### config.mk
export PLATFORM = sky130hd
export DESIGN_NAME = mac_carry_normalize
export DESIGN_NICKNAME = d
export VERILOG_FILES = /design/src/rtl/mac_carry_normalize.sv
export SDC_FILE = /design/constraint.sdc
export NUM_CORES = 1
export LEC_CHECK = 0
export ABC_AREA = 1
export CAP_MARGIN = 20
export CORE_MARGIN = 5
export CORE_UTILIZATION = 46
export DETAILED_ROUTE_END_ITERATION = 8
export GPL_ROUTABILITY_DRIVEN = 0
export PLACE_DENSITY_LB_ADDON = 0.1
export REMOVE_ABC_BUFFERS = 1
export SLEW_MARGIN = 25
export SYNTH_ARGS = -nofsm -noshare
export SYNTH_HDL_FRONTEND = slang
export SYNTH_SLANG_ARGS = --single-unit
export TNS_END_PERCENT = 5
### constraint.sdc
create_clock -name clk -period 5.2 [get_ports clk]
set_input_delay 0.52 -clock clk [delete_from_list [all_inputs] [get_ports clk]]
set_output_delay 0.52 -clock clk [all_outputs]
set_load 0.005 [all_outputs]
### src/rtl/mac_carry_normalize.sv
// Carry normalizer behind the 27x27 MAC. It adds the running carry to each
// column sum, emits one limb per column and then flushes the residual carry.
module mac_carry_normalize #(
    parameter int limb_width = 27,
    parameter int i_width    = 64,
    parameter int idx_width  = 8
) (
    input  logic                  clk,
    input  logic                  aclr_n,
    input  logic [i_width-1:0]    col_data,
    input  logic                  col_valid,
    input  logic                  col_last,
    output logic                  col_ready,
    output logic [limb_width-1:0] limb_data,
    output logic [idx_width-1:0]  limb_idx,
    output logic                  limb_valid,
    output logic                  limb_last,
    input  logic                  limb_ready
);

    localparam int c_width     = i_width + 1 - limb_width;
    localparam int flush_limbs = (c_width + limb_width - 1) / limb_width;
    localparam int fc_width    = (flush_limbs > 1) ? $clog2(flush_limbs) : 1;

    typedef enum logic {RUN, FLUSH} state_t;

    state_t               state;
    logic [c_width-1:0]   carry;
    logic [fc_width-1:0]  flush_cnt;
    logic [idx_width-1:0] next_idx;

    logic [i_width:0] acc;
    logic             out_free;
    logic             col_take;
    logic             flush_take;
    logic             flush_final;

    always_comb begin
        out_free    = ~limb_valid | limb_ready;
        col_take    = col_valid & col_ready;
        flush_take  = (state == FLUSH) & out_free;
        acc         = {1'b0, col_data} + (i_width+1)'(carry);
        flush_final = (flush_cnt == fc_width'(flush_limbs - 1));
    end

    // Held low during reset so nothing upstream sees a spurious accept.
    assign col_ready = aclr_n & (state == RUN) & out_free;

    always_ff @(posedge clk or negedge aclr_n) begin
        if (!aclr_n) begin
            state      <= RUN;
            carry      <= '0;
            flush_cnt  <= '0;
            next_idx   <= '0;
            limb_data  <= '0;
            limb_idx   <= '0;
            limb_valid <= 1'b0;
            limb_last  <= 1'b0;
        end else begin
            if (col_take) begin
                limb_data  <= acc[limb_width-1:0];
                carry      <= acc[i_width:limb_width];
                limb_valid <= 1'b1;
                limb_last  <= 1'b0;
                limb_idx   <= next_idx;
                next_idx   <= next_idx + 1'b1;
                if (col_last) begin
                    state     <= FLUSH;
                    flush_cnt <= '0;
                end
            end else if (flush_take) begin
                limb_data  <= limb_width'(carry);
                carry      <= flush_final ? '0 : (carry >> limb_width);
                limb_valid <= 1'b1;
                limb_last  <= flush_final;
                limb_idx   <= next_idx;
                // The limb after a product's last limb restarts at index 0.
                next_idx   <= flush_final ? '0 : next_idx + 1'b1;
                flush_cnt  <= flush_cnt + 1'b1;
                if (flush_final)
                    state <= RUN;
            end else if (limb_ready) begin
                limb_valid <= 1'b0;
            end
        end
    end

endmodule
-- After elaboration in Yosys (flattened, before gate mapping)
Index checks and enable logic that the tools add are counted.
- bitwise gates (word level): 7
- mux-type cells: 22
- add/sub/neg operators: 3
- order comparisons: 0
- shifts and indexed selects: 0
- eq/ne operators: 1
- div/mod/pow operators: 0
- reductions and logical operators: 5
- multiply operators: 0
- operator list (kind ; count):
    2-to-1 mux 38 bit ; 2
    adder 64 x 38 -> 65 bit ; 1
    2-to-1 mux 27 bit ; 2
    2-to-1 mux 8 bit ; 5
    2-to-1 mux 1 bit ; 12
    2-to-1 mux 11 bit ; 1
    adder 8 x 1 -> 8 bit, second input constant ; 1
    AND 1 bit ; 4
    nonzero test 2 bit ; 2
    AND reduction 3 bit ; 1
    nonzero test 3 bit ; 1
    != test 2 bit, second input constant ; 1
    inverter 1 bit ; 2
    AND reduction 2 bit ; 1
    adder 1 bit, second input constant ; 1
    OR 1 bit ; 1
- output and inout bits: 38
- ROM bits: 0
- RAM bits: 0
- logic and storage cells: 46
- memories: 0
- bits in registers: 85
- latch bits: 0

-- Depth between registers and ports, before layout
- depth after elaboration: 6
- gate-level depth with buffers: 16
- gate-level depth less buffers: 16

-- Worst setup path before layout
Ideal clock, no wire load.
- path kind: input port to flip-flop
- start point: in col_data[0]
- end point: reg carry[37]
- stages on the path: 12
- path buffers: 0
- arrival: 1.992 ns
- required time: 5.082 ns
- library setup time: 0.118 ns
- path slack: 3.090 ns
- path through: ha_1 fa_1 nand3_1 nand3_1 nand2_1 nand3_2 nand2_1 nand2_1 nand3_1 nand3_1 nand4_1 nand2_1
- longest elaborated chain between the ends: 2
- ends and longest elaborated chain (element ; RTL line ; text):
    start, declared ; 10 ; input logic [i_width-1:0] col_data,
    adder 64 x 38 -> 65 bit ; 42 ; acc = {1'b0, col_data} + (i_width+1)'(carry);
    2-to-1 mux 38 bit ; 60 ; if (col_take) begin
    end signal, assigned ; 62 ; carry <= acc[i_width:limb_width];
    end signal, assigned ; 73 ; carry <= flush_final ? '0 : (carry >> limb_width);
    end, declared ; 28 ; logic [c_width-1:0] carry;
Every way passes these cells.
A chain may end at the register's enable or synchronous reset.

-- Final worst setup path
- start point: in limb_ready
- end point: reg limb_data[21]
- longest elaborated chain between the ends: 4
- elaborated cells on any way between the ends: 6
- classes of those cells: mux: 1; bitwise: 4; reduce/logical: 1
- ends and longest elaborated chain (element ; RTL line ; text):
    start, declared ; 18 ; input logic limb_ready
    OR 1 bit * ; 39 ; out_free = ~limb_valid | limb_ready;
    AND 1 bit ; 47 ; assign col_ready = aclr_n & (state == RUN) & out_free;
    AND 1 bit ; 40 ; col_take = col_valid & col_ready;
    2-to-1 mux 27 bit / nonzero test 2 bit (equally long branches) ; - ;
    end signal, assigned ; 61 ; limb_data <= acc[limb_width-1:0];
    end signal, assigned ; 72 ; limb_data <= limb_width'(carry);
    end, declared ; 14 ; output logic [limb_width-1:0] limb_data,
Mark *: on every way between the ends. The rest lies on a longest branch, timed or not.

==> reports/qor.yml <==
run_status:
  status: "finished, final reports clean"
critical_path:
  cp-end-kind: "flop"
  path_max_fanout: 55
  required_ps: 5420
  worst_setup_path_start_kind: "input pin"
  path_class: "in -> reg"
  cp_num_buf_inv: 4
  critPathMaxStageDelay_ps: 680
  crit_path_frequent_cell: "nand2_1"
  crit_arrival_ps: 3250
  crit_slowest_cell: "clkinv_2"
  cp_top_family: "buffers and inverters"
  crit_chain: "clkdlybuf4s50_1, inv_1, nand2_2, nand4_4, nand2_1, clkinv_2, buf_4, nand2_1, o211ai_1"
synth:
  synth_edf_count: 0
  yosys.area_share.simple_pct: 44.9
  synth_fa_ha_area_share_pct: 6.34
  yosysWarningCount: 0
  synth_cells: 1351
  yosysTopAreaCellShare_pct: 26.6
  synth_top_family_by_area: "simple AND/OR/NAND/NOR gates"
  ys_ff_latch: 85
  synthTopCellsByArea: "dfrtp_1, nand2_1, inv_1"
  synth_flop_cell: "dfrtp_1"
  async_flop_share_pct: 100
  ys_seq_area_share_pct: 26.6
  avgSynthCellArea_sq_um: 5.93
  synth_mux_area_share_pct: 0
  yosys.area_share.xor_xnor_pct: 0.547
  syn_area_sq_um: 8010
  ys_types: 46
  synth_compound_area_share_pct: 9.61
  synth_top_area_cell: "dfrtp_1"
clocking:
  htree_levels: 3
  path_clk_slew_ps: 80
  clock_sinks: 85
  cts_resized: 0
  cts_buffers: 9
  cts_hold_buf: 0
  cts_root_buffer: "clkbuf_16"
  clk_latency_ps: 360
  cts_tree: "done"
  cts_setup_buffers: 0
  cts_buffer_depth: 2
placement:
  dpl.hpwl_um: 23300
  port_buffers: 106
  dpl-instance-area_sq_um: 9280
  post-place-cells: 1668
  dp_slack_ps: 2070
cells_and_area:
  nNetsFinal: 1563
  postLayoutCellArea_sq_um: 9590
  antenna_cells: 0
  multi_input_comb_area_sq_um: 4920
  area_growth_pct: 19.8
  seqCellArea_sq_um: 2130
  layout_common_cells: "nand2_1, inv_1, nand3_1"
  drive_gt1_share_pct: 5.83
  utilization_pct: 55.8
  final_common_cell: "nand2_1"
  fillerInstances: 1809
  final_cells: 1684
die:
  core_sq_um: 17200
  die_y_um: 142
  num_io_pins: 107
  initial_utilization_pct: 46.6
  fp.dieArea_sq_um: 20100
  rows: 48
  die_w_um: 142
sta:
  final-hold-violation-count: 0
  finalCritPeriodShare_pct: 58.2
  drv_slew: 0
  hold_ws_ps: 358
  relSlewSlack_pct: 29.5
  skew_ps: 11.7
  fin_setup_tns_ps: 0
  min_period_ps: 3030
  rsz0062_at_grt: "no"
  tightest_slew_ps: 1050
  fin_ws_ps: 2170
  max_freq_ghz: 0.330
  setup_viol: 0
drt:
  routed_wl_um: 28900
  routedWlPerCell_um: 17.2
  ant_nets: 0
  drtIter0Drc: 840
  dr_total_vias: 8917
  first_pass_iters: 6
  via_per_inst: 5.30
  drc: 0
hold_path:
  hold_class: "in -> async"
global_route:
  grt_usage_pct: 28.9
  grt_pass1_wl_um: 45200
  grt_overflow: 0
  antenna_found_initial: 0
  grt_start_max_net_pins: 56
  grt_pass1_vias: 8302
pwr:
  fin_total_pwr_mw: 4.42
  leakage_nw: 5.16
  vdd_drop_max_uv: 266
  p_per_area_nw_per_um2: 461
flow_run:
  maxCapViolations: 0
final cells by class:
type	instances	share of cell area (%)
flip-flops and latches	85	22.2
inverters	229	8.98
well taps	225	2.94
clock buffers	9	2.35
multi-input cells	1018	51.3
clock inverters	7	0.835
repair buffers	111	11.4
worst register-to-register path: stages, from the launching register on:
cell	delay, ps
dfrtp_1	410
inv_1	130
nand4_4	460
nand2_1	270
clkinv_2	680
buf_4	550
nand2_1	100
o211ai_1	90
power breakdown:
part	internal (mW)	switching (mW)	total, mW
clock network	0.380	0.320	0.700
registers	0.925	0.227	1.15
logic	0.917	1.65	2.56
total	2.22	2.19	4.42
per-layer routing:
metal  track usage, %  vias up  part of all wire (%)
li1                 -     4453                     -
met1             39.4     4011                    43
met2             44.3      382                    43
met3             6.05       71                   9.0
met4             12.8        0                   4.7
met5                0        -                     0
cells by family after synthesis:
group,count (synthesis)
compound gates,141
flops,85
fa+ha+maj,40
buf+inv,248
simple gates,832
xor+xnor,5
cell usage after synthesis (7+ instances only):
library cell and n:
a21oi_1 74, buf_2 7, dfrtp_1 85, ha_1 39
inv_1 220, inv_2 8, nand2_1 513, nand2_2 14
nand3_1 124, nand3_2 9, nand3b_1 11, nand4_1 9
nor2_1 100, nor2_2 18, nor3_1 12, o21ai_0 38
o21ai_1 9
registers in the layout, summed over array words and instances (netlist names):
signal	flops
carry	38
flush_cnt	1
limb_data	27
limb_idx	8
limb_last	1
limb_valid	1
next_idx	8
state	1
path summary, 6_finish.rpt:
path                                        endpoint  depth (start not counted)  slack [ps]                    start
min reg2reg                  limb_idx[5]$_DFFE_PN0P_                          2         480  limb_idx[5]$_DFFE_PN0P_
min                            carry[12]$_DFFE_PN0P_                          2         360                   aclr_n
min in group clk             limb_idx[5]$_DFFE_PN0P_                          2         480  limb_idx[5]$_DFFE_PN0P_
max                        limb_data[21]$_DFFE_PN0P_                          9        2170               limb_ready
max reg2reg                limb_data[21]$_DFFE_PN0P_                          7        2390        state$_DFFE_PN0P_
max in group asynchronous      carry[15]$_DFFE_PN0P_                          3        3780                   aclr_n
No activity file was read; power rests on OpenSTA's default activity.
